==> config.mk <==
export PLATFORM = sky130hd
export DESIGN_NAME = if_fetch
export DESIGN_NICKNAME = d
export VERILOG_FILES = /design/src/rtl/if_fetch.sv
export SDC_FILE = /design/constraint.sdc
export NUM_CORES = 1
export LEC_CHECK = 0
export BUFFER_PORTS_ARGS = -buffer_cell sky130_fd_sc_hd__clkbuf_2
export CAP_MARGIN = 15
export CORE_AREA = 4 4 158 160
export CTS_BUF_LIST = sky130_fd_sc_hd__clkbuf_4
export DETAILED_ROUTE_END_ITERATION = 16
export DIE_AREA = 0 0 162 164
export GPL_TIMING_DRIVEN = 0
export PLACE_DENSITY_LB_ADDON = 0.25
export RECOVER_POWER = 100
export SYNTH_ARGS = -nofsm -noshare
export SYNTH_HDL_FRONTEND = slang
export SYNTH_SLANG_ARGS = --single-unit
==> constraint.sdc <==
create_clock -name clk -period 8.95 [get_ports clk]
set_clock_uncertainty 0.15 [all_clocks]
set_input_delay 0.4475 -clock clk [delete_from_list [all_inputs] [get_ports clk]]
set_output_delay 0.4475 -clock clk [all_outputs]
set_load 0.03 [all_outputs]
==> src/rtl/if_fetch.sv <==
// rtl/if_fetch.sv - instruction-fetch stage with req/gnt/rvalid memory port and prefetch buffer
//
// Purpose: holds the fetch PC and issues word reads to instruction memory.
//   Returned words are buffered and handed to ID as one {pc_o, inst_o} pair per cycle.
//   The stage honours ID stalls and one-cycle branch redirects.
// Build option: IF_PREFETCH_EN
//   defined   - FIFO_DEPTH-entry prefetch FIFO, so fetch runs ahead of ID.
//   undefined - single holding register, so the next fetch waits until the word reaches ID.
// Ports:
//   clk, rst                         clock (rising edge), asynchronous active-high reset
//   stall_i                          hold pc_o/inst_o/inst_valid_o and the buffer head
//   branch_flag_i, branch_target_i   redirect pulse and target (bits [1:0] ignored)
//   mem_req_o, mem_addr_o            read request and word-aligned address
//   mem_gnt_i                        request accepted
//   mem_rvalid_i, mem_rdata_i        in-order read return
//   pc_o, inst_o, inst_valid_o       registered IF/ID outputs
module if_fetch #(
    parameter logic [31:0] RESET_PC   = 32'h0000_0000,
    parameter int          FIFO_DEPTH = 2,
    parameter logic [31:0] NOP_INST   = 32'h0000_0013
) (
    input  logic        clk,
    input  logic        rst,
    input  logic        stall_i,
    input  logic        branch_flag_i,
    input  logic [31:0] branch_target_i,
    output logic        mem_req_o,
    output logic [31:0] mem_addr_o,
    input  logic        mem_gnt_i,
    input  logic        mem_rvalid_i,
    input  logic [31:0] mem_rdata_i,
    output logic [31:0] pc_o,
    output logic [31:0] inst_o,
    output logic        inst_valid_o
);

`ifdef IF_PREFETCH_EN
    localparam int DEPTH = FIFO_DEPTH;
`else
    // Holding register: one entry, whatever FIFO_DEPTH says.
    localparam int DEPTH = (FIFO_DEPTH > 0) ? 1 : 1;
`endif
    localparam int PW = (DEPTH > 1) ? $clog2(DEPTH) : 1;
    localparam int CW = $clog2(DEPTH + 1);

    typedef enum logic [1:0] {S_IDLE, S_REQ, S_WAIT} state_t;

    state_t        state;
    logic [31:0]   fetch_pc;
    logic [31:0]   req_addr;     // address of the request currently outstanding
    logic          drop;         // outstanding return belongs to a redirected-away stream
    logic [31:0]   fifo_pc   [DEPTH];
    logic [31:0]   fifo_inst [DEPTH];
    logic [PW-1:0] rd_ptr;
    logic [PW-1:0] wr_ptr;
    logic [CW-1:0] count;
    logic [CW-1:0] count_next;
    logic [31:0]   tgt_aligned;
    logic          push;
    logic          pop;
    logic          bypass;
    logic          fifo_wr;
    logic          room;
    logic          unused_tgt_bits;

    assign mem_addr_o      = fetch_pc;
    assign unused_tgt_bits = ^branch_target_i[1:0];

    function automatic logic [PW-1:0] ptr_inc(input logic [PW-1:0] p);
        return (p == PW'(DEPTH - 1)) ? '0 : p + PW'(1);
    endfunction

    always_comb begin
        tgt_aligned = {branch_target_i[31:2], 2'b00};
        // Only a return for our own outstanding request counts; a redirect in the
        // same cycle kills it without arming drop.
        push        = mem_rvalid_i && (state == S_WAIT) && !drop && !branch_flag_i;
        pop         = !stall_i && (count != '0);
        // Empty buffer and ID ready: the word goes straight into the output regs.
        bypass      = push && !stall_i && (count == '0);
        fifo_wr     = push && !bypass;
        if (branch_flag_i) begin
            count_next = '0;
        end else begin
            count_next = count + CW'(fifo_wr) - CW'(pop);
        end
        // After a return nothing is outstanding, so the post-edge count is the whole occupancy.
        room = count_next < CW'(DEPTH);
    end

    always_ff @(posedge clk or posedge rst) begin
        if (rst) begin
            state     <= S_IDLE;
            fetch_pc  <= RESET_PC;
            req_addr  <= RESET_PC;
            drop      <= 1'b0;
            mem_req_o <= 1'b0;
        end else begin
            case (state)
                S_IDLE: begin
                    if (branch_flag_i) fetch_pc <= tgt_aligned;
                    if (room) begin
                        state     <= S_REQ;
                        mem_req_o <= 1'b1;
                    end
                end
                S_REQ: begin
                    if (mem_gnt_i) begin
                        req_addr  <= fetch_pc;
                        state     <= S_WAIT;
                        mem_req_o <= 1'b0;
                    end
                    if (branch_flag_i) begin
                        fetch_pc <= tgt_aligned;
                        if (mem_gnt_i) drop <= 1'b1;
                    end else if (mem_gnt_i) begin
                        fetch_pc <= fetch_pc + 32'd4;
                    end
                end
                S_WAIT: begin
                    if (mem_rvalid_i) begin
                        drop <= 1'b0;
                        if (room) begin
                            state     <= S_REQ;
                            mem_req_o <= 1'b1;
                        end else begin
                            state <= S_IDLE;
                        end
                    end else if (branch_flag_i) begin
                        drop <= 1'b1;
                    end
                    if (branch_flag_i) fetch_pc <= tgt_aligned;
                end
                default: begin
                    state     <= S_IDLE;
                    mem_req_o <= 1'b0;
                end
            endcase
        end
    end

    always_ff @(posedge clk) begin
        if (fifo_wr) begin
            fifo_pc[wr_ptr]   <= req_addr;
            fifo_inst[wr_ptr] <= mem_rdata_i;
        end
    end

    always_ff @(posedge clk or posedge rst) begin
        if (rst) begin
            rd_ptr       <= '0;
            wr_ptr       <= '0;
            count        <= '0;
            pc_o         <= 32'h0;
            inst_o       <= NOP_INST;
            inst_valid_o <= 1'b0;
        end else begin
            count <= count_next;
            if (branch_flag_i) begin
                rd_ptr       <= '0;
                wr_ptr       <= '0;
                inst_o       <= NOP_INST;
                inst_valid_o <= 1'b0;
            end else begin
                if (fifo_wr) wr_ptr <= ptr_inc(wr_ptr);
                if (!stall_i) begin
                    if (count != '0) begin
                        pc_o         <= fifo_pc[rd_ptr];
                        inst_o       <= fifo_inst[rd_ptr];
                        inst_valid_o <= 1'b1;
                        rd_ptr       <= ptr_inc(rd_ptr);
                    end else if (bypass) begin
                        pc_o         <= req_addr;
                        inst_o       <= mem_rdata_i;
                        inst_valid_o <= 1'b1;
                    end else begin
                        inst_o       <= NOP_INST;
                        inst_valid_o <= 1'b0;
                    end
                end
            end
        end
    end

endmodule

==> impl_metrics.yaml <==
placed_design:
  dp_hpwl_um: 16400
  dpl_cell_area_mm2: 0.00945
  gp_congestion: 0.833
  dp.cells: 1179
  io_buffers: 159
global_route:
  grt-ovfl-total: 0
  first_global_vias: 6538
  antenna_found_initial: 1
  gr-usage-all-layers: 0.175
  grt_max_degree: 89
  grt_pass1_wl_um: 36400
cts:
  cts_buffers: 17
  cts_max_path_buffers: 2
  htree_levels: 4
  root_buffer: "clkbuf_4"
  clkSlewWorstSetupHoldPaths_ns: 0.16
  clk_latency_ns: 0.59
  ctsResizeCount: 0
  clock_sinks: 190
  post_cts_buffers: 0
  cts_tree: "built"
worst_setup_path:
  ff2ff_path_depth: 6
  worst_r2r_endpoint: "fifo_pc[0][20]$_DFFE_PN_"
  critPathKind: "reg -> reg"
  cp_max_fo: 12
  cp-end-kind: "register"
  r2r-start: "count$_DFF_PP0_"
  cpPeakStageDelay_ns: 0.57
  cp-start-kind: "register"
  arrival_ns: 3.60
  cp.required_ns: 9.02
  critical_path.top_delay_family: "buffers and inverters"
  r2r_slack_ns: 5.42
  cp-startpoint: "count$_DFF_PP0_"
  cpMaxStageDelayCell: "clkbuf_1"
  cp_cell_sequence: "clkbuf_1, clkbuf_1, nor2_1, nor3_1, clkbuf_1, clkbuf_1"
  critPathMostFrequentCell: "clkbuf_1"
  path_buf_inv: 4
hold_path:
  holdPathStages: 3
  hold_end: "mem_addr_o[28]$_DFFE_PP0P_"
  hp-start: "branch_target_i[28]"
  hold_class: "in -> reg"
floorplan:
  die_area_mm2: 0.0266
  std_cell_rows: 56
  core_area_mm2: 0.0234
  die_y_um: 164
  dieWidth_um: 162
  ioPinCount: 168
  start_util: 0.348
timing:
  setup_violations: 0
  timing.fmax_ghz: 0.284
  fin_crit_ns: 3.53
  slew_viol_final: 41
  rsz0062_at_grt: "no"
  tightest_slew_ns: 2.13
  relSlewSlack: -0.428
  finalHoldViolCount: 0
  holdWs_ns: 0.0550
  fin_crit_sh: 0.394
synthesis:
  yosys_most_used_dff: "dfrtp_1"
  yosysWarnings: 0
  synth_mux_area_frac: 0.0701
  yosys.area_share.simple: 0.129
  synth_edf_count: 62
  ys_seq_area_frac: 0.623
  synth_area_mm2: 0.00814
  syn_avg_cell_area_um2: 11.8
  synth_seq_cells: 190
  synth_top_family_by_area: "compound AO/OA/AOI/OAI gates"
  synthAdderAreaFrac: 0.00154
  synth.top_cell.area_share: 0.384
  netlist_instances: 691
  synth_compound_area_frac: 0.136
  synth_xor_xnor_area_share: 0.00108
  post-synth-top-area-cell: "dfrtp_1"
  ys_async_sr_fraction: 0.674
  synth_area_leaders: "dfrtp_1, edfxtp_1, mux2i_1"
  synth_cell_type_count: 53
route:
  vias_per_cell: 5.10
  drc_errors: 0
  ant_nets: 0
  wl_um: 23200
  drt-initial-drc-count: 413
  dr.pass1.iters: 5
  wire_per_inst_um: 18.4
  vias: 6432
final_layout:
  nNetsFinal: 999
  postLayoutCoreUtil: 0.427
  final_cells: 1261
  stdcell_area_mm2: 0.00998
  drive_gt1_frac: 0.117
  area_delta_synth_final_pct: 22.7
power_and_ir_drop:
  p_per_area_mw_per_mm2: 278
  p_leak_nw: 3.78
  finalPower_mw: 2.77
  irDropWorstVdd_uv: 199
run_status:
  violations: "capacitance limit, slew limit"
  status: "complete, but fails checks"
job:
  max_cap_violations: 1
-- cell usage in the layout (no fill, tap or decap), types with 11 or more instances in the layout --
| master | n |
|---|---|
| clkbuf_1 | 173 |
| dfrtp_1 | 125 |
| nand2_1 | 66 |
| edfxtp_1 | 62 |
| o21ai_0 | 55 |
| dlygate4sd3_1 | 49 |
| nor3_1 | 34 |
| clkbuf_2 | 33 |
| a21oi_1 | 31 |
| mux2i_1 | 30 |
| nor2b_1 | 29 |
| a221oi_1 | 29 |
| mux2_2 | 24 |
| nand3_1 | 23 |
| nor2_1 | 20 |
| clkbuf_4 | 18 |
| o22ai_1 | 13 |
| inv_1 | 11 |
-- kinds of logic after synthesis --
kind of cell    count (synthesis)
compound gates                170
xor+xnor                        1
fa+ha+maj                       1
buf+inv                        68
flops                         190
mux                            54
other cells                     1
simple gates                  206
-- worst min-delay path, delay by kind of cell --
family	cells	cell delay (ns)
buffers and inverters	1	0.09
AOI/OAI and AO/OA	2	0.21
-- layer usage --
metal | GRT usage | vias to the layer above | part of all wire
li1 | - | 3046 | -
met1 | 0.244 | 3166 | 0.47
met2 | 0.280 | 191 | 0.46
met3 | 0.0364 | 29 | 0.052
met4 | 0.0454 | 0 | 0.017
met5 | 0 | - | 0
-- synthesized netlist by cell type, types with 2 or more instances --
master / n
dfrtp_1: 125
nand2_1: 65
edfxtp_1: 62
o21ai_0: 54
nor3_1: 34
a21oi_1: 31
mux2i_1: 30
a221oi_1: 29
nor2b_1: 29
clkbuf_1: 28
mux2_2: 24
nand3_1: 23
nor2_1: 20
buf_2: 18
o22ai_1: 13
inv_1: 12
nand4_1: 10
a2bb2oi_1: 8
buf_4: 7
and3_1: 6
or3_1: 6
o211ai_1: 5
a31oi_1: 4
a32oi_1: 4
o31ai_1: 4
and2_1: 3
and4_1: 3
dfstp_2: 3
o22a_1: 3
a22oi_1: 2
a311oi_1: 2
buf_6: 2
o32ai_1: 2
-- final cells by class --
class / count / area, um^2
diodes: 1 / 2.50
plain buffers: 56 / 249
clock buffers: 18 / 135
clock inverters: 14 / 146
fillers: 2367 / 13400
inverters: 12 / 46.3
multi-input cells: 436 / 2760
flip-flops and latches: 190 / 5070
well taps: 319 / 399
repair buffers: 215 / 1180
-- metrics by stage --
| stage | setup TNS (ns) | setup slack, ns |
|---|---|---|
| after floorplan | 0 | 2.80 |
| after global routing | 0 | 5.04 |
| final | 0 | 5.42 |
| after CTS | 0 | 6.44 |
| after detailed placement | 0 | 5.99 |
| after global placement | -3.05 | -0.0566 |
-- registers in the layout, indices dropped and copies added, names as in the netlist --
| register | cells |
|---|---|
| fifo_pc | 30 |
| pc_o | 30 |
| mem_req_o | 1 |
| inst_valid_o | 1 |
| state | 2 |
| fifo_inst | 32 |
| inst_o | 32 |
| req_addr | 30 |
| mem_addr_o | 30 |
| count | 1 |
| drop | 1 |
-- report_power, final --
group | total, mW | switching [mW] | leakage, nW | internal [mW]
clock network | 0.462 | 0.332 | 0.150 | 0.130
logic | 0.979 | 0.660 | 1.48 | 0.319
registers | 1.33 | 0.211 | 2.15 | 1.12
total | 2.77 | 1.20 | 3.78 | 1.57
-- how the worst max path moves through the flow --
stage / to / cells past startpoint
after global placement: fifo_pc[0][12]$_DFFE_PN_ / 5
after detailed placement: fifo_pc[0][15]$_DFFE_PN_ / 7
after CTS: fifo_pc[0][13]$_DFFE_PN_ / 6
final: fifo_pc[0][20]$_DFFE_PN_ / 6
after global routing: fifo_pc[0][13]$_DFFE_PN_ / 6
after floorplan: fifo_inst[0][0]$_DFFE_PN_ / 5
-- repair_timing --
| action | 4_1_cts | 5_1_grt |
|---|---|---|
| endpoints found under the hold margin | 102 | 0 |
| endpoints found under the setup margin | 0 | 0 |
| hold buffers | 49 | 0 |
Power figures use the tool's default switching activity.
